[src/rtl/count_event_logger.sv]
// count_event_logger: logs each change of an upstream count into a first-word-fall-through FIFO, with overflow tracking
//
// Ports:
//   clk, rst              single rising-edge clock, asynchronous active-high reset
//   in_count, log_en      observed count and event-detection enable
//   out_valid/out_ready   valid/ready handshake for the head record
//   out_count, out_wrap   head record: new count value and all-ones-to-zero wrap flag
//   out_tstamp            head record cycle delta (zero unless COUNT_LOG_TSTAMP_EN)
//   level                 current FIFO occupancy
//   overflow, drop_cnt    sticky drop flag and saturating drop counter
//   overflow_clr          single-cycle clear of overflow and drop_cnt
// Optional feature macro: COUNT_LOG_TSTAMP_EN adds a per-record cycle delta.
module count_event_logger #(
  parameter int CW    = 4,
  parameter int DEPTH = 8,
  parameter int TSW   = 8
) (
  input  logic                       clk,
  input  logic                       rst,
  input  logic [CW-1:0]              in_count,
  input  logic                       log_en,
  output logic                       out_valid,
  input  logic                       out_ready,
  output logic [CW-1:0]              out_count,
  output logic                       out_wrap,
  output logic [TSW-1:0]             out_tstamp,
  output logic [$clog2(DEPTH+1)-1:0] level,
  output logic                       overflow,
  output logic [7:0]                 drop_cnt,
  input  logic                       overflow_clr
);
  localparam int AW = $clog2(DEPTH);
  localparam int LW = $clog2(DEPTH+1);
`ifdef COUNT_LOG_TSTAMP_EN
  localparam int W = CW + 1 + TSW;
`else
  localparam int W = CW + 1;
`endif
  logic [CW-1:0] prev_q;
  logic          prev_valid_q;
  logic [AW-1:0] rd_q, wr_q;
  logic [LW-1:0] level_q, level_d;
  logic          overflow_q, overflow_d;
  logic [7:0]    drop_q, drop_d;
  logic [W-1:0]  mem_q [DEPTH];
  logic [W-1:0]  rec, head;
  logic          ev, wrap, full, pop, push, drop;
  assign ev        = prev_valid_q && log_en && (in_count != prev_q);
  assign wrap      = (&prev_q) && (in_count == '0);
  assign full      = level_q == LW'(DEPTH);
  assign out_valid = level_q != '0;
  assign pop       = out_valid && out_ready;
  assign push      = ev && (!full || pop);
  assign drop      = ev && full && !pop;
  // Head is masked while empty so idle outputs read as zero after reset.
  assign head      = out_valid ? mem_q[rd_q] : '0;
  assign out_count = head[CW-1:0];
  assign out_wrap  = head[CW];
  assign level     = level_q;
  assign overflow  = overflow_q;
  assign drop_cnt  = drop_q;
`ifdef COUNT_LOG_TSTAMP_EN
  logic [TSW-1:0] tcnt_q, tcnt_d;
  assign rec        = {tcnt_q, wrap, in_count};
  assign out_tstamp = head[CW+1 +: TSW];
  // Any detected event, pushed or dropped, restarts the delta at 1.
  assign tcnt_d     = ev ? TSW'(1) : tcnt_q + TSW'(tcnt_q != '1);
  always_ff @(posedge clk or posedge rst)
    if (rst) tcnt_q <= '0;
    else     tcnt_q <= tcnt_d;
`else
  assign rec        = {wrap, in_count};
  assign out_tstamp = '0;
`endif
  always_comb begin
    level_d    = level_q + LW'(push) - LW'(pop);
    overflow_d = drop || (overflow_q && !overflow_clr);
    // A drop in the clear cycle leaves exactly one drop counted.
    drop_d     = overflow_clr ? 8'(drop) : drop_q + 8'(drop && drop_q != 8'hff);
  end
  always_ff @(posedge clk or posedge rst) begin
    if (rst) begin
      prev_q       <= '0;
      prev_valid_q <= 1'b0;
      rd_q         <= '0;
      wr_q         <= '0;
      level_q      <= '0;
      overflow_q   <= 1'b0;
      drop_q       <= '0;
    end else begin
      prev_q       <= in_count;
      prev_valid_q <= 1'b1;
      rd_q         <= rd_q + AW'(pop);
      wr_q         <= wr_q + AW'(push);
      level_q      <= level_d;
      overflow_q   <= overflow_d;
      drop_q       <= drop_d;
    end
  end
  always_ff @(posedge clk)
    if (push) mem_q[wr_q] <= rec;
endmodule

[config.mk]
export PLATFORM = sky130hd
export DESIGN_NAME = count_event_logger
export DESIGN_NICKNAME = d
export VERILOG_FILES = /design/src/rtl/count_event_logger.sv
export SDC_FILE = /design/constraint.sdc
export NUM_CORES = 1
export LEC_CHECK = 0
export BUFFER_PORTS_ARGS = -buffer_cell sky130_fd_sc_hd__clkbuf_2
export CORE_MARGIN = 10
export CORE_UTILIZATION = 30
export CTS_CLUSTER_SIZE = 14
export DETAILED_ROUTE_END_ITERATION = 7
export GPL_TIMING_DRIVEN = 0
export PLACE_DENSITY_LB_ADDON = 0.1
export REMOVE_ABC_BUFFERS = 1
export SLEW_MARGIN = 15
export SYNTH_ARGS = -nofsm -noshare
export SYNTH_HDL_FRONTEND = slang
export SYNTH_SLANG_ARGS = --single-unit
[constraint.sdc]
create_clock -name clk -period 6.6 [get_ports clk]
set_clock_uncertainty 0.15 [all_clocks]
set_input_delay 0.33 -clock clk [delete_from_list [all_inputs] [get_ports clk]]
set_output_delay 0.33 -clock clk [all_outputs]
set_load 0.005 [all_outputs]
Yosys cells after proc, flatten, opt, wreduce, memory -nomap -nowiden
Memories as Yosys holds them, arrays and structs flattened.
Cells that the tools add are included.
{"block": "totals", "ram_bits": 40, "ff_bits": 24, "mem_count": 1, "out_inout_bits": 27}
{"memory": "mem_q", "depth": 8, "word_bits": 5, "read_ports": 1, "rd_clocked_by_memory_dff": 0, "wr": 1, "line_no": "45", "text": "logic [W-1:0] mem_q [DEPTH];"}
{"block": "classes", "n_mux": 4, "n_eq_ne": 3, "n_reduce_logical": 17, "add_sub_neg": 5}
{"cell": "$logic_and A1 B1 Y1", "n": 9}
{"cell": "$add A8 B1 Y8", "n": 1}
{"cell": "$mux W8", "n": 1}
{"cell": "$ne A8 B8 Y1 const B", "n": 1}
{"cell": "$add A3 B1 Y3", "n": 2}
{"cell": "$mux W5", "n": 1}
{"cell": "$add A4 B1 Y4", "n": 1}
{"cell": "$eq A4 B4 Y1 const B", "n": 1}
{"cell": "$logic_not A4 Y1", "n": 1}
{"cell": "$ne A4 B4 Y1", "n": 1}
{"cell": "$reduce_and A4 Y1", "n": 1}
{"cell": "$reduce_bool A4 Y1", "n": 1}
{"cell": "$sub A4 B1 Y4", "n": 1}
{"cell": "$logic_not A1 Y1", "n": 3}
{"cell": "$logic_or A1 B1 Y1", "n": 2}
{"cell": "$mux W1", "n": 2}

Longest topological paths before layout
{"block": "depth", "depth_word": 7, "mapped_depth": 11, "ltp_nobuf": 11}

Worst setup path before layout
Ideal clock, no wire load.
{"block": "synth_path", "kind": "reg-to-reg", "start": "register level_q[2], in the netlist level[2]", "end": "register drop_q[6], in the netlist drop_cnt[6]", "path_buffers": 0, "arrival_ns": 2.363, "synth_period_minus_slack_ns": 2.592, "path_stages_with_launch": 11, "slack_ns": 4.008, "path_cell_list": "dfrtp_1 inv_1 ha_1 or3b_4 or2_4 nor4_2 ha_1 ha_1 inv_1 or3_1 a21oi_1"}
{"block": "synth_via", "elab_chain_cells": 7}
{"element": "start: declaration", "line_no": "42", "text": "logic [LW-1:0] level_q, level_d;"}
{"element": "start signal: assignment", "line_no": "95", "text": "level_q <= level_d;"}
{"element": "$reduce_bool A4 Y1", "line_no": "51", "text": "assign out_valid = level_q != '0;"}
{"element": "$logic_and A1 B1 Y1", "line_no": "52", "text": "assign pop = out_valid && out_ready;"}
{"element": "$logic_not A1 Y1", "line_no": "54", "text": "assign drop = ev && full && !pop;"}
{"element": "$logic_and A1 B1 Y1 (*)", "line_no": "54"}
{"element": "$logic_and A1 B1 Y1 (*)", "line_no": "79", "text": "drop_d = overflow_clr ? 8'(drop) : drop_q + 8'(drop && drop_q != 8'hff);"}
{"element": "$add A8 B1 Y8 (*)", "line_no": "79"}
{"element": "$mux W8 (*)", "line_no": "79"}
{"element": "via drop_d[6]", "line_no": "44", "text": "logic [7:0] drop_q, drop_d;"}
{"element": "end signal: assignment", "line_no": "97", "text": "drop_q <= drop_d;"}
{"element": "end: declaration", "line_no": "44"}
The timed path passes the listed nets; every way through them passes the cells marked *.

Worst setup path after layout
Same ends and word-level chain as after synthesis.

==> metrics.yaml <==
num_io_pins: 36
synth.distinct_cells: 37
required_ns: 6.71
rsz0062_at_grt: "no"
synth.cell_area_um2: 2910
worst_path_largest_cell_delay_ns: 0.40
cp-end-kind: "flip-flop"
whs_ns: 0.0479
drt-total-wl_mm: 5.84
setup_viol: 0
cpMostUsedCell: "ha_1"
dpl.hpwl_mm: 4.13
cts_made_buffers: 9
grt-ovfl-total: 0
routabilityCongestion: 0.701
worst_setup_hold_path_clk_slew_ns: 0.07
synth_flop_cell: "edfxtp_1"
synth_edf_count: 40
max-cap-violations: 0
status: "completed"
synth_top_area_cell: "edfxtp_1"
clockBufferDepth: 2
tightest_slew_ns: 1.18
ys_seq_area_frac: 0.618
synth_area_leaders: "edfxtp_1 41%, dfrtp_1 21%, mux2i_1 6.9%"
drt_iter0_drc: 51
portBuffers: 27
drive_gt1_frac: 0.189
grt.total_usage: 0.0869
critPathArrivalTime_ns: 2.90
diodes: 0
route.detailed.drc: 0
detailroute.via_count: 1692
grt_pass1_wl_mm: 9.58
dp_cells: 362
h-tree-depth: 3
first_pass_iters: 3
timing.rr.start: "level[2]$_DFF_PP0_"
hold_path_class: "in2async"
rows: 35
viasPerCell: 4.48
cts-root-buf: "clkbuf_8"
maxSlewViolCount: 0
start_kind: "flip-flop"
finalHoldViolCount: 0
final_nets: 266
clk_latency_ns: 0.33
crit_slowest_cell: "or3b_4"
antenna_found_initial: 0
die_w_um: 119
cts.sinks: 64
p_leak_nw: 1.33
cts_tree: "yes"
final_util: 0.358
cts_hold_buf: 0
die_h_um: 119
wl_per_cell_um: 15.5
die-area_um2: 14100
yosysMostFrequentCell: "edfxtp_1"
cts_resized: 0
post-cts-setup-buffers: 0
ys_ff_latch: 64
first_global_vias: 1815
fin_ws_ns: 3.81
netlist.area_leader.share: 0.412
nFillCells: 949
cp_cell_sequence: "inv_1 > ha_1 > or3b_4 > or2_4 > nor4_2 > ha_1 > ha_1 > inv_1 > or3_1 > a21oi_1"
synthCells: 213
avgSynthCellArea_um2: 13.7
setup_tns_ns: 0
layout.cells.non_filler: 378
power-per-cell-area_nw_per_um2: 359
vdd_ir_drop_max_uv: 192
worstSetupStartpoint: "level[2]$_DFF_PP0_"
coreArea_um2: 9330
synthTopCellsByCount: "40 x edfxtp_1, 24 x dfrtp_1, 20 x mux2i_1"
pre_cts_slack_ns: 3.69
fin_crit_sh: 0.423
cp_max_fo: 5
ys_warn_count: 0
relSlewSlack: 0.212
synthArstFlopShare: 0.375
ant_nets: 0
areaGrowthSynthToFinish_pct: 14.7
start_util: 0.312
fin_crit_ns: 2.79
max_freq_mhz: 358
timing_worst_setup_path_type: "reg2reg"
grt_start_max_net_pins: 25
[kinds of logic (layout without fill, tap and decap cells)]
logic type               count (synthesis)  in the layout  share of synthesized area
AND/OR/NAND/NOR                         60             60                      0.132
flip-flops                              64             64                      0.618
other                                    2              9                    0.00258
XOR/XNOR                                11             11                     0.0331
multiplexers                            20             20                     0.0687
adder cells (fa/ha/maj)                 13             13                     0.0584
buffers and inverters                   25             54                     0.0438
AO/OA/AOI/OAI                           18             18                     0.0429
[cell usage in the layout (no fill, tap or decap), types with 4 or more instances in the layout]
| cell | Yosys | layout |
|---|---|---|
| edfxtp_1 | 40 | 40 |
| dfrtp_1 | 24 | 24 |
| inv_1 | 11 | 11 |
| nor2_1 | 7 | 7 |
| conb_1 | 2 | 9 |
| nor3b_1 | 4 | 4 |
| nor2b_1 | 4 | 4 |
| nand3_1 | 10 | 10 |
| clkbuf_2 | 0 | 27 |
| o21ai_0 | 4 | 4 |
| xor2_1 | 10 | 10 |
| mux2i_1 | 20 | 20 |
| clkbuf_8 | 0 | 9 |
| and4_1 | 5 | 5 |
| a22oi_1 | 5 | 5 |
| or3_1 | 5 | 5 |
| ha_1 | 12 | 12 |
| a21oi_1 | 4 | 4 |
| nor3_1 | 4 | 4 |
| nand2_1 | 7 | 7 |
[per-stage QoR]
stage | total power [mW] | cell area (um2)
floorplan | 0.768 | 2850
global placement | 0.903 | 3150
detailed placement | 0.906 | 3150
CTS | 1.23 | 3330
global route | 1.29 | 3340
finish | 1.20 | 3340
[registers in the layout, indices dropped and copies added, names as in the netlist]
register      cells
prev_valid_q      1
level             4
rd_q              3
prev_q            4
overflow          1
drop_cnt          8
wr_q              3
mem_q            40
[worst max-delay path, delay by kind of cell, from the launching register on]
family	cells	cell delay (ns)
simple gates	4	1.22
compound gates	1	0.14
flops	1	0.38
buf+inv	2	0.16
fa+ha+maj	3	0.65
[per-layer routing]
layer | GRT usage | vias to the layer above | wire (um)
met4 | 0.0252 | 0 | 82
li1 | - | 831 | -
met1 | 0.103 | 819 | 2710
met2 | 0.135 | 34 | 2730
met3 | 0.0443 | 8 | 318
met5 | 0 | - | 0
[final timing paths]
kind | to | slack (ns) | cells past startpoint
max | drop_cnt[6]$_DFF_PP0_ | 3.81 | 10
min | level[3]$_DFF_PP0_ | 0.05 | 2
max reg2reg | drop_cnt[6]$_DFF_PP0_ | 3.81 | 10
min reg2reg | overflow$_DFF_PP0_ | 0.39 | 2
max in group asynchronous | rd_q[0]$_DFF_PP0_ | 5.65 | 2
min in group clk | prev_q[2]$_DFF_PP0_ | 0.09 | 1
[where the power goes]
part / internal, mW / switching [mW]
Combinational: 0.161 / 0.158
Clock: 0.171 / 0.142
Sequential: 0.482 / 0.0875
[area by class of cell]
| cell class | instances | area [um2] | area share |
|---|---|---|---|
| Timing Repair Buffer | 27 | 135 | 0.0404 |
| Inverter | 11 | 41.3 | 0.0124 |
| Tap cell | 129 | 161 | 0.0483 |
| Clock inverter | 5 | 47.5 | 0.0142 |
| Sequential cell | 64 | 1800 | 0.539 |
| Multi-Input combinational cell | 131 | 1020 | 0.306 |
| Clock buffer | 11 | 131 | 0.0393 |
(Power assumes the default switching activity.)
